`config.mk`:
```
export PLATFORM = sky130hd
export DESIGN_NAME = instr_fetch_unit
export DESIGN_NICKNAME = d
export VERILOG_FILES = /design/src/rtl/core_pkg.sv /design/src/rtl/branch_target_calc.sv /design/src/rtl/instr_fetch_unit.sv
export SDC_FILE = /design/constraint.sdc
export NUM_CORES = 1
export LEC_CHECK = 0
export ABC_AREA = 1
export BUFFER_PORTS_ARGS = -buffer_cell sky130_fd_sc_hd__buf_2
export CAP_MARGIN = 5
export CORE_ASPECT_RATIO = 0.6
export CORE_MARGIN = 3
export CORE_UTILIZATION = 51
export DETAILED_ROUTE_END_ITERATION = 6
export PLACE_DENSITY = 0.87
export SLEW_MARGIN = 15
export SYNTH_ARGS = -nofsm -noshare
export SYNTH_HDL_FRONTEND = slang
export SYNTH_SLANG_ARGS = --single-unit
```
`constraint.sdc`:
```
create_clock -name clk -period 2.4 [get_ports clk]
set_input_delay 0.48 -clock clk [delete_from_list [all_inputs] [get_ports clk]]
set_output_delay 0.48 -clock clk [all_outputs]
set_load 0.02 [all_outputs]
```
`src/rtl/core_pkg.sv`:
```
// Shared definitions for the fetch/decode boundary of the single-issue LEGv8 core:
// fetch FSM encoding, instruction and opcode widths, and opcode patterns.
package core_pkg;

  localparam int INSTR_W = 32;
  localparam int OPC_W   = 11;
  localparam int IMM19_W = 19;

  localparam logic [OPC_W-1:0] OP_HALT         = 11'b00000000000;
  // CBZ is identified by the top eight opcode bits only.
  localparam logic [7:0]       OPC_CBZ_PATTERN = 8'b10110100;

  typedef enum logic [2:0] {
    ST_IDLE  = 3'd0,
    ST_FETCH = 3'd1,
    ST_ISSUE = 3'd2,
    ST_HALT  = 3'd3,
    ST_ERROR = 3'd4
  } fetch_state_e;

  function automatic logic is_cbz(input logic [OPC_W-1:0] op);
    return op[OPC_W-1 -: 8] == OPC_CBZ_PATTERN;
  endfunction

endpackage

```
`src/rtl/branch_target_calc.sv`:
```
// Next-PC candidates: sequential pc+4 and the CBZ target pc + (sext(imm19) << 2).
// Both wrap modulo 2^ADDR_W.
module branch_target_calc
  import core_pkg::*;
#(
  parameter int ADDR_W = 64
) (
  input  logic [ADDR_W-1:0]  pc,
  input  logic [IMM19_W-1:0] imm19,
  output logic [ADDR_W-1:0]  target,
  output logic [ADDR_W-1:0]  pc_plus4
);

  logic [ADDR_W-1:0] offset;

  assign offset   = {{(ADDR_W-IMM19_W-2){imm19[IMM19_W-1]}}, imm19, 2'b00};
  assign target   = pc + offset;
  assign pc_plus4 = pc + ADDR_W'(4);

endmodule

```
`src/rtl/instr_fetch_unit.sv`:
```
// Instruction fetch unit: requests words from instruction memory, holds them in IR
// for decode, and advances or redirects the PC when decode accepts an instruction.
module instr_fetch_unit
  import core_pkg::*;
#(
  parameter int                ADDR_W   = 64,
  parameter logic [ADDR_W-1:0] RESET_PC = '0,
  parameter int                MAX_WAIT = 255
) (
  input  logic               clk,
  input  logic               rst,
  output logic               imem_req,
  output logic [ADDR_W-1:0]  imem_addr,
  input  logic               imem_ack,
  input  logic [INSTR_W-1:0] imem_rdata,
  output logic               instr_valid,
  input  logic               instr_ready,
  output logic [OPC_W-1:0]   operation,
  output logic [INSTR_W-1:0] instr,
  output logic [ADDR_W-1:0]  pc,
  input  logic               branch,
  input  logic               zero,
  output logic               halted,
  output logic               fetch_error
);

  localparam int                CNT_W       = $clog2(MAX_WAIT + 1);
  localparam logic [CNT_W-1:0]  WAIT_LAST   = CNT_W'(MAX_WAIT - 1);
  localparam logic [ADDR_W-1:0] RESET_PC_AL = {RESET_PC[ADDR_W-1:2], 2'b00};

  fetch_state_e       state_q, state_d;
  logic [ADDR_W-1:0]  pc_q, pc_d;
  logic [INSTR_W-1:0] ir_q, ir_d;
  logic [CNT_W-1:0]   cnt_q, cnt_d;
  logic [ADDR_W-1:0]  target, pc_plus4;

  branch_target_calc #(.ADDR_W(ADDR_W)) u_btc (
    .pc       (pc_q),
    .imm19    (ir_q[23:5]),
    .target   (target),
    .pc_plus4 (pc_plus4)
  );

  always_comb begin
    // NOTE: every variable gets its hold value first, so no path can infer a latch.
    state_d = state_q;
    pc_d    = pc_q;
    ir_d    = ir_q;
    cnt_d   = cnt_q;
    case (state_q)
      ST_IDLE:  state_d = ST_FETCH;
      ST_FETCH: begin
        if (imem_ack) begin
          ir_d    = imem_rdata;
          cnt_d   = '0;
          state_d = ST_ISSUE;
        end else if (cnt_q == WAIT_LAST) begin
          state_d = ST_ERROR;
        end else begin
          cnt_d = cnt_q + CNT_W'(1);
        end
      end
      ST_ISSUE: begin
        // branch/zero only matter on the accepting edge; pc stays put for a halt.
        if (instr_ready) begin
          if (ir_q == '0) begin
            state_d = ST_HALT;
          end else begin
            pc_d    = (branch && zero) ? target : pc_plus4;
            state_d = ST_FETCH;
          end
        end
      end
      ST_HALT, ST_ERROR: ;
      default: state_d = ST_IDLE;
    endcase
  end

  always_ff @(posedge clk) begin
    // NOTE: non-blocking assignments so every register sees pre-edge values.
    if (rst) begin
      state_q <= ST_IDLE;
      pc_q    <= RESET_PC_AL;
      ir_q    <= '0;
      cnt_q   <= '0;
    end else begin
      state_q <= state_d;
      pc_q    <= pc_d;
      ir_q    <= ir_d;
      cnt_q   <= cnt_d;
    end
  end

  assign imem_req    = (state_q == ST_FETCH);
  assign imem_addr   = pc_q;
  assign instr_valid = (state_q == ST_ISSUE);
  assign operation   = ir_q[INSTR_W-1 -: OPC_W];
  assign instr       = ir_q;
  assign pc          = pc_q;
  assign halted      = (state_q == ST_HALT);
  assign fetch_error = (state_q == ST_ERROR);

endmodule

```
==> impl_results.md <==
* Status: finished, violations left
* Failing checks: design-rule violations, negative setup slack
* Starting Density at 0.529
* DP Wirelength at 32700 um
* Slowest cell on crit path: dfxtp_4
* Final Max Tran Viols at 0
* Synth Area per Inst at 5.79 um^2
* Worst clock skew at 0.0211 ns
* Crit path max-delay family: simple AND/OR/NAND/NOR gates
* Die Area at 20800 um^2
* Post-Synthesis Cell Area at 9720 um^2
* Root buf cell: clkbuf_16
* Critical Path End: imem_addr[56]
* Fmax at 0.390 GHz
* Post-route clock period utilization at 1.07
* 1st-iter DRT viols at 2338
* Cell Area, Placed at 12500 um^2
* FFs w/ async S/R, synth at 0
* Area occupied by multi-input gates at 7240 um^2
* Cells after synthesis at 1679
* Final #Nets at 2163
* Routability cong. at 1.04
* Port Buffers at 208
* Vias in the first global route at 11200
* Switch Pwr at 0.00304 W
* Switching portion of total power at 0.441
* Die Ht at 113 um
* Ratio of cells with drive above 1 in the final layout at 0.443
* Largest net degree at the start of global routing at 56
* Slew HR at 0.528
* Max-cap violations at 0
* Routed WL per cell at 20.3 um
* Fill count at 1262
* Antenna-violating nets left at 0
* Clk pin slew, worst setup/hold paths at 0.09 ns
* DRT Wirelength at 47600 um
* Top cell type's share of synthesized area at 0.216
* Tmin final at 2.56 ns
* Ys Warns at 0
* Hold Path Depth at 3
* Sequential cell area at 2120 um^2
* Global-route wire length before repair at 61700 um
* Clk Latency, worst-skew pair at 0.39 ns
* CTS tree: done
* Crit path launch: instr[23]
* Drt drc at 190
* Worst Tran Pin Value at 0.699 ns
* Post-layout instance area at 14800 um^2
* Min-delay src: imem_rdata[31]
* Synth area leader: dfxtp_1
* CP Depth at 18
* Setup TNS at -1.22 ns
* EDFF count, synth at 0
* Worst-path fanout max at 9
* CTS H-tree depth at 3
* Cell Chain, Critical Path: clkinvlp_4 -> nor2_8 -> buf_12 -> buf_16 -> nand2_1 -> nand2_1 -> nor2_1 -> nand2_1 -> buf_4 -> nor2_1 -> nand2_1 -> nand2_2 -> nand2_1 -> nand3_1 -> nand2_1 -> nand3_2 -> nand2_1 -> inv_1
* Kind of critical path: flip-flop to flip-flop
* R2R setup slack at -0.16 ns
* Vias/cell at 5.87
* Total GRT Usage at 0.384
* Largest cells by area after synthesis: dfxtp_1, nand2_1, inv_1
* Critical Path Most Common Cell: nand2_1
* Critical path buffers and inverters at 5
* Syn-to-layout area delta at 52.2%
* Power per cell area at 466 nW/um^2
* Leakage at 7.81 nW
* Crit path DAT at 2.84 ns
* Hold WC Path Type: input port to flip-flop
* Int Pwr at 0.00385 W
* Crit start category: flip-flop
* RSZ-0062 raised after global routing: yes
* Vias at 13800
* Final Hold Fails at 0
* Clock sink count at 105
* Gate power share at 0.447
* Clock Path Buffers at 2
* Grt total ovfl at 0
* Critical Path RT at 2.68 ns
* First-pass iteration count of the detailed router at 7
* Peak supply drop at 0.519 mV
* Num CTS Buffers at 9
* Reg power frac at 0.313
* Clock share of power at 0.240
* Sequential share of the synthesized area at 0.216
* Setup crit end kind: flip-flop
* Initial antenna violation count at 1
* FF+latch count, synth at 105
* Worst R2R End: imem_addr[56]
* I/O pin count at 213
* Die W at 184 um
* FP Rows at 38
* Core Region at 18400 um^2
* Setup Viol. Count Final at 22
* Netlist cell types at 47
* RR Startpoint: instr[23]
* Most used DFF post-synth: dfxtp_1
* Worst R2R Path Depth at 18
* Final worst setup slack at -0.163 ns
* Critical path's largest stage delay at 0.41 ns
through the flow:
stage / instances / utilization / total power (W) / hold slack [ns] / worst slack [ns]
floorplan: 1682 / - / 0.00371 / 0.459 / 0.00434
global placement: 2286 / 0.679 / 0.00468 / 0.458 / -0.683
detailed placement: 2286 / 0.679 / 0.00474 / 0.479 / -0.693
CTS: 2307 / 0.707 / 0.00637 / 0.349 / 0.000419
global route: 2349 / 0.806 / 0.00710 / 0.369 / -0.292
finish: 2350 / 0.806 / 0.00689 / 0.352 / -0.163
power by group through the flow:
stage / Combinational (W) / Clock (W) / Sequential, W
2_1_floorplan: 0.00136 / 0 / 0.00235
3_3_place_gp: 0.00253 / 0 / 0.00215
3_5_place_dp: 0.00258 / 0 / 0.00216
4_1_cts: 0.00263 / 0.00162 / 0.00212
5_1_grt: 0.00323 / 0.00170 / 0.00218
6_report: 0.00308 / 0.00165 / 0.00216
worst min-delay path by stage:
stage                           end  slack [ns]
after CTS                 instr[26]        0.35
after global placement     instr[8]        0.46
after global routing      instr[29]        0.37
after floorplan            cnt_q[0]        0.46
after detailed placement  instr[22]        0.48
final                     instr[31]        0.35
flip-flops by register name, indices dropped and copies added, names as in the netlist:
name and count:
cnt_q 8, state_q 3, instr 32, imem_addr 62
synthesized netlist by cell type, types with 8 or more instances:
cell type / n
a41oi_1: 33
nor4_1: 8
inv_1: 252
buf_4: 78
xnor2_1: 12
o21bai_1: 9
nor2_2: 25
nand2_2: 28
ha_1: 20
nand2_1: 485
a21oi_1: 112
dfxtp_1: 105
o21ai_0: 83
buf_6: 10
inv_2: 19
nor2_1: 182
nand3_1: 88
clkbuf_1: 27
xor2_1: 21
nand4_1: 25
layer usage:
metal	global-route usage	routed length [um]	up-vias
met4	0.0745	1840	2
li1	-	-	6102
met2	0.508	18400	1239
met5	0.0306	40	-
met1	0.576	18700	6209
met3	0.154	8600	239
cell usage in the layout (no fill, tap or decap), types with 4 or more instances in the layout:
cell / Yosys / layout
xnor2_1: 12 / 12
o21ai_1: 4 / 12
buf_6: 10 / 16
a21oi_2: 4 / 16
nand2_1: 485 / 333
nand3_1: 88 / 68
inv_1: 252 / 232
nand3_4: 1 / 4
inv_2: 19 / 37
nor3_1: 7 / 5
o21bai_1: 9 / 4
ha_4: 0 / 10
nand2_4: 1 / 49
xor2_1: 21 / 20
nor2_4: 1 / 40
nor4_1: 8 / 6
nor2_2: 25 / 37
conb_1: 1 / 4
a21oi_4: 0 / 9
o21ai_0: 83 / 73
ha_1: 20 / 10
clkbuf_16: 0 / 12
nor2_1: 182 / 131
a21oi_1: 112 / 91
buf_4: 78 / 292
nand3_2: 1 / 18
o211ai_1: 4 / 4
buf_12: 0 / 13
nand4_1: 25 / 25
buf_2: 4 / 206
dfxtp_1: 105 / 96
nand2_2: 28 / 131
a41oi_1: 33 / 33
dfxtp_2: 0 / 8
layout make-up:
type                    count  area share
multi-input cells        1184       0.490
repair buffers            532       0.256
flip-flops and latches    105       0.143
inverters                 272      0.0696
well taps                 240      0.0203
clock buffers               9      0.0152
clock inverters             7     0.00601
diodes                      1    0.000169
worst reg2reg max path, cell delays in order (launching register included):
cell and delay [ns]:
dfxtp_4 0.41, clkinvlp_4 0.15, nor2_8 0.23, buf_12 0.16, buf_16 0.14, nand2_1 0.09, nand2_1 0.12, nor2_1 0.09
nand2_1 0.11, buf_4 0.15, nor2_1 0.07, nand2_1 0.10, nand2_2 0.10, nand2_1 0.10, nand3_1 0.08, nand2_1 0.09
nand3_2 0.12, nand2_1 0.11, inv_1 0.05
repair_timing:
item / CTS / global route
hold buffers: 0 / 0
cloned: 2 / 4
endpoints found under the hold margin: 0 / 0
pin swaps: 7 / 135
gates resized for setup: 44 / 394
buffers inserted: 3 / 39
endpoints found under the setup margin: 36 / 51
cell families after synthesis:
logic type	count (synthesis)	synth area share
and+or+nand+nor	862	0.376
adders and majority gates	21	0.0278
DFF	105	0.216
AOI/OAI and AO/OA	262	0.159
xor gates and xnor gates	33	0.0297
buffers and inverters	395	0.191
other	1	0.000386
Note: power is estimated with default switching activity, not from simulation.
